$ cat config.mk
export PLATFORM = sky130hd
export DESIGN_NAME = shift_sequencer
export DESIGN_NICKNAME = d
export VERILOG_FILES = /design/src/rtl/shift_pkg.sv /design/src/rtl/shift_step.sv /design/src/rtl/shift_sequencer.sv
export SDC_FILE = /design/constraint.sdc
export NUM_CORES = 1
export LEC_CHECK = 0
export ABC_AREA = 1
export BUFFER_PORTS_ARGS = -buffer_cell sky130_fd_sc_hd__buf_2
export CORE_MARGIN = 2
export CORE_UTILIZATION = 55
export DETAILED_ROUTE_END_ITERATION = 12
export GPL_ROUTABILITY_DRIVEN = 1
export PLACE_DENSITY = 0.84
export SETUP_SLACK_MARGIN = 0.5
export SKIP_LAST_GASP = 1
export SYNTH_ARGS = -nofsm -noshare
export SYNTH_HDL_FRONTEND = slang
export SYNTH_SLANG_ARGS = --single-unit
$ cat constraint.sdc
create_clock -name clk -period 3.5 [get_ports clk]
set_clock_uncertainty 0.1 [all_clocks]
set_input_delay 0.875 -clock clk [delete_from_list [all_inputs] [get_ports clk]]
set_output_delay 0.875 -clock clk [all_outputs]
set_load 0.005 [all_outputs]
$ cat src/rtl/shift_pkg.sv
`default_nettype none
// ============================================================================
// Module      : shift_pkg
// Description : Shared definitions for the shift sequencer: operation mode
//               encodings and the sequencer FSM state enum.
// Revision    : 1.0 - initial release
// ============================================================================
package shift_pkg;

  // Operation encodings carried on the 3-bit mode port; 5..7 are reserved
  localparam logic [2:0] MODE_LSR = 3'd0;
  localparam logic [2:0] MODE_ASR = 3'd1;
  localparam logic [2:0] MODE_LSL = 3'd2;
  localparam logic [2:0] MODE_ROR = 3'd3;
  localparam logic [2:0] MODE_ROL = 3'd4;

  typedef enum logic [1:0] {
    ST_IDLE  = 2'd0,
    ST_SHIFT = 2'd1,
    ST_DONE  = 2'd2
  } state_t;

endpackage : shift_pkg
`default_nettype wire

$ cat src/rtl/shift_step.sv
`default_nettype none
// ============================================================================
// Module      : shift_step
// Description : Purely combinational single-step shifter. Produces the next
//               register value and carry for one step of the selected mode.
// Ports       : i_q       - current register contents
//               i_mode    - operation (LSR/ASR/LSL/ROR/ROL, others reserved)
//               i_ser_in  - fill bit for LSR and LSL
//               i_carry   - current carry, passed through for reserved modes
//               o_q       - register contents after one step
//               o_carry   - bit shifted or rotated out by this step
// Revision    : 1.0 - initial release
// ============================================================================
module shift_step
  import shift_pkg::*;
#(
  parameter int WIDTH = 8
) (
  input  logic [WIDTH-1:0] i_q,
  input  logic [2:0]       i_mode,
  input  logic             i_ser_in,
  input  logic             i_carry,
  output logic [WIDTH-1:0] o_q,
  output logic             o_carry
);

  always_comb begin
    // Reserved modes fall through with both values held
    o_q     = i_q;
    o_carry = i_carry;
    case (i_mode)
      MODE_LSR: begin
        o_q     = {i_ser_in, i_q[WIDTH-1:1]};
        o_carry = i_q[0];
      end
      MODE_ASR: begin
        o_q     = {i_q[WIDTH-1], i_q[WIDTH-1:1]};
        o_carry = i_q[0];
      end
      MODE_LSL: begin
        o_q     = {i_q[WIDTH-2:0], i_ser_in};
        o_carry = i_q[WIDTH-1];
      end
      MODE_ROR: begin
        o_q     = {i_q[0], i_q[WIDTH-1:1]};
        o_carry = i_q[0];
      end
      MODE_ROL: begin
        o_q     = {i_q[WIDTH-2:0], i_q[WIDTH-1]};
        o_carry = i_q[WIDTH-1];
      end
      default: begin
      end
    endcase
  end

endmodule : shift_step
`default_nettype wire

$ cat src/rtl/shift_sequencer.sv
`default_nettype none
// ============================================================================
// Module      : shift_sequencer
// Description : Multi-step shift/rotate sequencer. In IDLE the register can be
//               parallel loaded, or a start captures a mode and step count;
//               the FSM then performs one single-bit step per clock in SHIFT
//               and pulses done for one cycle in DONE.
// Ports       : clk       - clock, rising edge
//               reset     - asynchronous active-high reset
//               load      - parallel load request (IDLE only, beats start)
//               load_val  - parallel load data
//               start     - operation request (IDLE only)
//               amount    - step count, clamped to WIDTH
//               mode      - 0 LSR, 1 ASR, 2 LSL, 3 ROR, 4 ROL, 5-7 reserved
//               ser_in    - fill bit for LSR/LSL, sampled live each step
//               q         - register contents
//               busy      - high while in SHIFT
//               done      - one-cycle completion pulse
//               carry_out - last bit shifted or rotated out
// Revision    : 1.0 - initial release
// ============================================================================
module shift_sequencer
  import shift_pkg::*;
#(
  parameter int WIDTH = 8,
  parameter int AMT_W = $clog2(WIDTH) + 1
) (
  input  logic             clk,
  input  logic             reset,
  input  logic             load,
  input  logic [WIDTH-1:0] load_val,
  input  logic             start,
  input  logic [AMT_W-1:0] amount,
  input  logic [2:0]       mode,
  input  logic             ser_in,
  output logic [WIDTH-1:0] q,
  output logic             busy,
  output logic             done,
  output logic             carry_out
);

  localparam logic [AMT_W-1:0] c_AMT_MAX = AMT_W'(WIDTH);
  localparam logic [AMT_W-1:0] c_CNT_ONE = AMT_W'(1);

  state_t           r_state;
  state_t           w_state_nxt;
  logic [WIDTH-1:0] r_q;
  logic [WIDTH-1:0] w_q_nxt;
  logic             r_carry;
  logic             w_carry_nxt;
  logic [AMT_W-1:0] r_cnt;
  logic [AMT_W-1:0] w_cnt_nxt;
  logic [2:0]       r_mode;
  logic [2:0]       w_mode_nxt;
  logic [AMT_W-1:0] w_amt_clamped;
  logic [WIDTH-1:0] w_step_q;
  logic             w_step_carry;

  assign w_amt_clamped = (amount > c_AMT_MAX) ? c_AMT_MAX : amount;

  // Step datapath works on the captured mode so port changes mid-operation
  // have no effect; ser_in is deliberately taken live.
  shift_step #(
    .WIDTH (WIDTH)
  ) u_step (
    .i_q      (r_q),
    .i_mode   (r_mode),
    .i_ser_in (ser_in),
    .i_carry  (r_carry),
    .o_q      (w_step_q),
    .o_carry  (w_step_carry)
  );

  always_ff @(posedge clk or posedge reset) begin
    if (reset) begin
      r_state <= ST_IDLE;
      r_q     <= '0;
      r_carry <= 1'b0;
      r_cnt   <= '0;
      r_mode  <= '0;
    end else begin
      r_state <= w_state_nxt;
      r_q     <= w_q_nxt;
      r_carry <= w_carry_nxt;
      r_cnt   <= w_cnt_nxt;
      r_mode  <= w_mode_nxt;
    end
  end

  always_comb begin
    w_state_nxt = r_state;
    w_q_nxt     = r_q;
    w_carry_nxt = r_carry;
    w_cnt_nxt   = r_cnt;
    w_mode_nxt  = r_mode;
    case (r_state)
      ST_IDLE: begin
        if (load) begin
          w_q_nxt = load_val;
        end else if (start) begin
          w_mode_nxt = mode;
          w_cnt_nxt  = w_amt_clamped;
          // A zero-length operation still produces its done pulse
          w_state_nxt = (w_amt_clamped == '0) ? ST_DONE : ST_SHIFT;
        end
      end
      ST_SHIFT: begin
        w_q_nxt     = w_step_q;
        w_carry_nxt = w_step_carry;
        w_cnt_nxt   = r_cnt - c_CNT_ONE;
        if (r_cnt == c_CNT_ONE) begin
          w_state_nxt = ST_DONE;
        end
      end
      ST_DONE: begin
        w_state_nxt = ST_IDLE;
      end
      default: begin
        w_state_nxt = ST_IDLE;
      end
    endcase
  end

  assign q         = r_q;
  assign carry_out = r_carry;
  assign busy      = (r_state == ST_SHIFT);
  assign done      = (r_state == ST_DONE);

endmodule : shift_sequencer
`default_nettype wire

; Word level (Yosys, flattened, before mapping)
; Index checks and enable logic that the tools add are counted.
[totals]
ff_bits = 18
latchBits = 0
ramBits = 0
romBits = 0
inputBits = 20
out_inout_bits = 11
memories = 0
[classes]
n_addsub = 1
n_mul = 0
n_div = 0
n_lt_le_gt_ge = 1
eq_ne = 14
n_shift = 0
muxes = 13
bitwise_logic = 1
reduce_logical = 13
[ops]
columns = op, count
row1 = one-hot mux 8 bit (5 select lines), 1
row2 = one-hot mux 8 bit (2 select lines), 1
row3 = 2-to-1 mux 4 bit, 3
row4 = AND reduction 3 bit, 4
row5 = 2-to-1 mux 2 bit, 4
row6 = 2-to-1 mux 8 bit, 1
row7 = "!= test 2 bit, second input constant", 4
row8 = one-hot mux 4 bit (2 select lines), 1
row9 = "== test 3 x 2 -> 1 bit, second input constant", 2
row10 = "!= test 6 x 1 -> 1 bit, second input constant", 1
row11 = "!= test 5 x 1 -> 1 bit, second input constant", 1
row12 = "== test 4 x 1 -> 1 bit, second input constant", 1
row13 = "greater-than comparator 4 bit, second input constant", 1
row14 = logical NOT 4 bit, 1
row15 = one-hot mux 2 bit (2 select lines), 1
row16 = AND reduction 4 bit, 1
row17 = nonzero test 2 bit, 2
row18 = "subtractor 4 x 1 -> 4 bit, second input constant", 1
row19 = "== test 3 x 1 -> 1 bit, second input constant", 1
row20 = "== test 3 bit, second input constant", 1
row21 = logical NOT 3 bit, 1
row22 = OR reduction 3 bit, 1
row23 = "== test 2 x 1 -> 1 bit, second input constant", 1
row24 = "== test 2 bit, second input constant", 1
row25 = other kinds (6), 6

; Logic depth before layout (Yosys ltp)
; Gate-level depths: netlist of the first run.
[depth]
word_depth = 7
mapped_depth = 8
mapped_depth_nobuf = 8

; Hierarchy
; A second synthesis of the first run with hierarchy kept.
[hier_totals]
cells_unflattened = 193
area_unflattened_um2 = 1313.8
[by_module_without_submodules]
columns = module, n_inst, cells_per_inst, area_each_um2, seq_area_each_um2
row1 = shift_sequencer, 1, 133, 1004.7, 450.4
row2 = shift_step, 1, 60, 309.0, 0.0

; Worst setup path after synthesis of the first run
; OpenSTA, ideal clock, no wires.
[synth_timing]
kind = register -> output
start = reg r_state[0]
end = out busy
arrival_ns = 0.778
t_required_ns = 2.525
slack_ns = 1.747
stages_incl_launch_ff = 4
path_cell_list = dfrtp_1 inv_1 nor2_4 clkbuf_8
[synth_via]
elab_chain_len = 1
[synth_rtl]
columns = item, line
row1 = from (decl), shift_sequencer.sv:45  ; state_t r_state;
row2 = from (signal assigned), shift_sequencer.sv:82  ; r_state <= w_state_nxt;
row3 = == test 2 x 1 -> 1 bit, shift_sequencer.sv:126  ; assign busy = (r_state == ST_SHIFT);
row4 = to (decl), shift_sequencer.sv:37  ; output logic busy,
; Every way passes these cells.

; Final worst setup path of the first run
; Same ends and word-level chain as after synthesis.

==> metrics, run 1 <==
Synth Instances=164; number of max-cap violations=0; CTS Buf Count=3; CTS Hold Bufs=0; f_max=415 MHz; port bufs=30; FP Rows=16; Area contributors post-synth=dfrtp_1, nand2_1, nand3_1; M1 wire length=~1.2 mm; DRT Pass-1 Iters=4; Synth warnings=0; # Post-CTS Setup Buffers=0; worst skew pair latency=approximately 0.3 ns; Iter 0 DRT Violations=18; area grow syn2layout=15.5%; Initial Util=between 50 and 60%; total power=0.00124 W; wire per inst=between 10 and 15 um; status=finished clean; Hold Vio Cnt, Final=0; first-pass GRT wire length=4.37 mm; RR Startpoint=r_state[0]; DR vias/cell=between 5 and 6; DR WL met3=between 100 and 150 um; I/O pin total=31; Final Wtd Congestion=0.868; pin count of the biggest net entering global routing=22; end point of the critical path=busy; TNS Setup=0 ns; share of layout cells above drive strength 1=between 20 and 30%; worst-margin pin slew=slightly below 0.7 ns; pre-CTS setup slack=around 1.4 ns; Startpoint Class=register; Routed met2 length=~1.3 mm; Hold WS=approximately 0.44 ns; unrepaired setup endpoints after global routing=no; remaining antenna violation count=0; total gr overflow=0; pwr dens=909 nW/um2; Critical Path Start=r_state[0]; Post-layout nets=around 220; Worst slew margin=a little over half; Setup violations, final=0; Resize count post-CTS=0; Seq/Total Area, Yosys=roughly two fifths; cell taking the most area after synthesis=dfrtp_1; Register Area=roughly 450 um2; Clock Tree Buf Depth=2; synth unique cells=23; Multi-input gate area=~630 um2; drt drc=0; Via Count=about 1200; Tmin final=between 2 and 2.5 ns; FF+latch count, synth=18; die area=roughly 2500 um2; commonest non-fill, non-tap cell in the layout=nand2_1; leakage=between 0.7 and 0.8 nW; post-layout util=roughly 68%; Mapped Area=1180 um2; Core Footprint=2000 um2; worst reg2reg setup slack=between 1.5 and 2 ns; most frequent cells in the layout=nand2_1, buf_2, nor2_1, nand3_1, dfrtp_1; # clock sinks=18; DPL Wire Length=between 1.5 and 2 mm; max layer used=met3; antenna violations before repair=0; final setup margin=roughly 1.1 ns; Worst Path Class, Setup=register to output pin; CTS tree=yes; Total GRT Usage=between 20 and 25%; post-synth top area share=a little under two fifths; CP max FO=21; class of the worst hold path=register to register; Critical R2R Capture=q[7]; Root Buffer=clkbuf_4; H-Tree Depth=1; Max Slew Vio Count=0; Die Y=~50 um; Worst Reg-to-Reg Cells=7; crit end category=output pin; antenna cells=0; Die X-Extent=around 50 um; WP data arrival=about 1.4 ns; Syn Nets=~190; Routed WL=about 2.6 mm; maximum vdd drop=~0.0006 V; WP data required=2.52 ns; vias in the first global route=around 1100; clk slew on worst S/H paths=between 0.1 and 0.15 ns; Mean Syn Cell Area=just over 7 um2; fill count=about 190; final worst-path cycle share=between 60% and 70%
==> state kept, by name, summed over array words and instances (netlist names) <==
register   count
r_state        2
q              8
r_cnt          4
carry_out      1
r_mode         3
==> kinds of logic (layout without fill, tap and decap cells) <==
group,after synthesis,in the layout,share of synthesized area (%)
simple gates,104,104,41.3
buf+inv,21,52,8.76
compound gates,19,19,9.82
flops,18,18,38.0
fa+ha+maj,2,2,2.11
==> Yosys cell counts (all sizes together) <==
| master | number |
|---|---|
| a211oi | 1 |
| a21oi | 6 |
| a31oi | 3 |
| buf | 2 |
| clkbuf | 1 |
| dfrtp | 18 |
| ha | 2 |
| inv | 18 |
| nand2 | 48 |
| nand3 | 23 |
| nand4 | 3 |
| nor2 | 30 |
| o211ai | 1 |
| o21ai | 5 |
| o21bai | 1 |
| o22ai | 2 |
==> worst min-delay path by stage <==
stage / start / end / slack (ns) / depth (start not counted)
global placement: r_cnt[2] / r_cnt[2] / 0.39 / 2
global route: carry_out / carry_out / 0.49 / 2
CTS: q[3] / q[3] / 0.45 / 2
finish: q[3] / q[3] / 0.44 / 2
floorplan: r_cnt[2] / r_cnt[2] / 0.37 / 2
detailed placement: q[4] / q[4] / 0.42 / 2
==> power by group <==
group | internal, W | switching [W] | total, W
clock network | 0.0000635 | 0.0000694 | 0.000133
logic | 0.000263 | 0.000430 | 0.000694
registers | 0.000311 | 0.000107 | 0.000418
==> worst max-delay path, cell delays in order (launching register included) <==
cell     delay (ns)
dfrtp_1        0.46
inv_1          0.11
nor2_4         0.37
buf_2          0.20
==> final cells by class <==
class / count / area share (%)
multi-input cells: 125 / 46.1
inverters: 18 / 4.94
well taps: 27 / 2.47
clock buffers: 4 / 2.65
flip-flops and latches: 18 / 32.9
repair buffers: 30 / 11.0
==> per-layer routing <==
layer  vias to the layer above  global-route usage (%)
met5                         -                       0
met4                         0                    3.60
met3                         0                    5.65
met2                        29                    42.8
met1                       543                    24.6
li1                        597                       -
==> through the flow <==
stage	cell area, um2	cells
6_report	1370	222
3_5_place_dp	1330	218
4_1_cts	1370	222
5_1_grt	1370	222
2_1_floorplan	1180	164
3_3_place_gp	1330	218
No activity file was read; power rests on OpenSTA's default activity.
==> run 2: changes to the inputs <==
--- a/config.mk
+++ b/config.mk
@@ -7,11 +7,12 @@
 export LEC_CHECK = 0
 export ABC_AREA = 1
 export BUFFER_PORTS_ARGS = -buffer_cell sky130_fd_sc_hd__buf_2
+export CORE_ASPECT_RATIO = 1.75
 export CORE_MARGIN = 2
-export CORE_UTILIZATION = 55
+export CORE_UTILIZATION = 47
 export DETAILED_ROUTE_END_ITERATION = 12
 export GPL_ROUTABILITY_DRIVEN = 1
-export PLACE_DENSITY = 0.84
+export PLACE_DENSITY = 0.76
 export SETUP_SLACK_MARGIN = 0.5
 export SKIP_LAST_GASP = 1
 export SYNTH_ARGS = -nofsm -noshare
==> constraint.sdc (replaced) <==
create_clock -name clk -period 2.1 [get_ports clk]
set_clock_uncertainty 0.1 [all_clocks]
set_input_delay 0.525 -clock clk [delete_from_list [all_inputs] [get_ports clk]]
set_output_delay 0.525 -clock clk [all_outputs]
set_load 0.005 [all_outputs]
==> run 2 against run 1 <==
Effect of this change: core utilization shrank 7.9 points; flip-flop and latch count unchanged; via count rose by 5.3%; sequential share of layout area shrank 2.2 points; worst setup slack got worse by 0.57 ns; critical path depth did not move; sequential power up 65%; non-clock buffer count up 7; total power is 88% higher; largest power group unchanged; die area is 16% higher; global-route usage down 2.6 points; count of clock-buffer cells in the layout is the same.
==> metrics, run 2 (synthesized netlist as in run 1, its figures left out) <==
Area after DPL=1340 um2 (+0.47%); share of layout cells above drive strength 1=31.7% (+4.0 points); CP max FO=3 (-86%); DR vias/cell=5.40 (+2.5%); area grow syn2layout=24.2%; most frequent cells in the layout=nand2_1, buf_2, nor2_1, nand3_1, dfrtp_1; wire per inst=12.4 um (+5.8%); f_max=around 630 MHz; Worst slew margin=52.7% (-1.7 points); pwr dens=1590 nW/um2 (+75%); Final Wtd Congestion=0.815 (-6.1%); leakage=0.772 nW (+6.5%); FP Rows=24 (+8); remaining antenna violation count=0 (unchanged); Max Slew Vio Count=0 (unchanged); worst-margin pin slew=0.709 ns (+0.0258 ns); Iter 0 DRT Violations=40 (+22); CP cell instances=inv_4 -> nor2_4 -> buf_2; Die Y=70.4 um (+40%); Via Count=1231 (+5.3%); Hold Vio Cnt, Final=0 (unchanged); total gr overflow=0 (unchanged); Largest register FFs=8 (unchanged); crit path max-delay cell type=dfrtp_2; CTS tree=yes; CP max stage delay=0.45 ns (about the same); fill count=217 (+17%); worst reg2reg setup slack=0.59 ns (-1.34 ns); vias in the first global route=1174 (+8.8%); WP data required=1.47 ns (-1.05 ns); Tmin final=roughly 1.6 ns; worst skew pair latency=0.25 ns (-0.05 ns); clk slew on worst S/H paths=0.07 ns (-0.04 ns); Core Footprint=2430 um2 (+21%); H-Tree Depth=1 (unchanged); maximum vdd drop=0.000801 V (+33%); Setup violations, final=0 (unchanged); number of max-cap violations=0 (unchanged); first-pass GRT wire length=4.69 mm (+7.1%); antenna violations before repair=0 (unchanged); die area=2950 um2 (+16%); commonest non-fill, non-tap cell in the layout=nand2_1; Total GRT Usage=19.6% (-2.6 points); Routed WL=2.82 mm (+8.7%); fin cells=228 (+2.7%); unrepaired setup endpoints after global routing=yes; Worst Path Class, Setup=register to output pin; final worst-path cycle share=75.2%; DPL Wire Length=2.03 mm (+3.8%); fin area=1470 um2 (+7.5%); Hold WS=0.273 ns (-0.172 ns); crit end category=output pin; Post-layout nets=225 (+3.2%); Clock Tree Buf Depth=2 (unchanged); antenna cells=0 (unchanged); TNS Setup=0 ns (unchanged); # clock sinks=18 (unchanged); CTS Hold Bufs=0 (unchanged); pin count of the biggest net entering global routing=19 (-14%); DRT Pass-1 Iters=4 (unchanged); Root Buffer=clkbuf_8; Initial Util=48.7% (-10 points); drt drc=0 (unchanged); I/O pin total=31 (unchanged); port bufs=30 (unchanged); CTS Buf Count=3 (unchanged); placed cell count=218 (unchanged); Die X-Extent=42.0 um (-17%); WP data arrival=0.95 ns (-0.49 ns); class of the worst hold path=primary input to async pin; status=finished clean; total power=0.00233 W (+88%); Startpoint Class=register
[run 2: cell types whose count changed in the layout (fill, tap and decap cells not counted), sizes merged]
| cell | delta |
|---|---|
| buf | +7 |
[run 2: final timing paths]
kind,from,end,cells after the start
max,r_state[1],done,3
min,reset,r_state[0],2
max reg2reg,r_state[0],q[6],10
min reg2reg,r_cnt[2],r_cnt[2],2
max in group asynchronous,reset,r_state[1],2
min in group clk,mode[0],r_mode[0],3
[run 2: timing repair]
action | 4_1_cts | 5_1_grt
pin swaps | 1 | 2
hold endpoints to repair | 0 | 0
resized for setup | 3 | 4
endpoints found under the setup margin | 2 | 12
setup buffers | 3 | 3
[run 2: power breakdown]
group	leakage [nW]	internal [W]	switching, W
clock	0.0288	0.000167	0.000121
sequential	0.215	0.000521	0.000170
combinational	0.527	0.000576	0.000781
[run 2: layout make-up]
type / count / area [um2] / share of cell area [%]
multi-input combinational: 125 / 643 / 43.7
clock buffer: 4 / 55.1 / 3.74
timing repair buffer: 37 / 219 / 14.9
inverter: 18 / 70.1 / 4.76
sequential: 18 / 452 / 30.7
tap: 26 / 32.5 / 2.21
[run 2: stage by stage]
step,util [%],setup slack (ns)
global placement,55.0,0.600
global route,60.5,0.497
finish,60.5,0.521
floorplan,-,0.697
detailed placement,55.0,0.575
CTS,58.5,0.505
[run 2: metal layers]
layer	vias to the layer above	track usage, %	share of wire [%]
li1	608	-	-
met1	558	20.8	38
met2	55	37.7	55
met3	10	1.81	6.0
met4	0	7.89	1.5
met5	-	0	0
[run 2: critical path, delay by kind of cell (launching register included)]
kind / cells / cell delay [ns]
buffers and inverters: 2 / 0.21
DFF: 1 / 0.45
and+or+nand+nor: 1 / 0.04
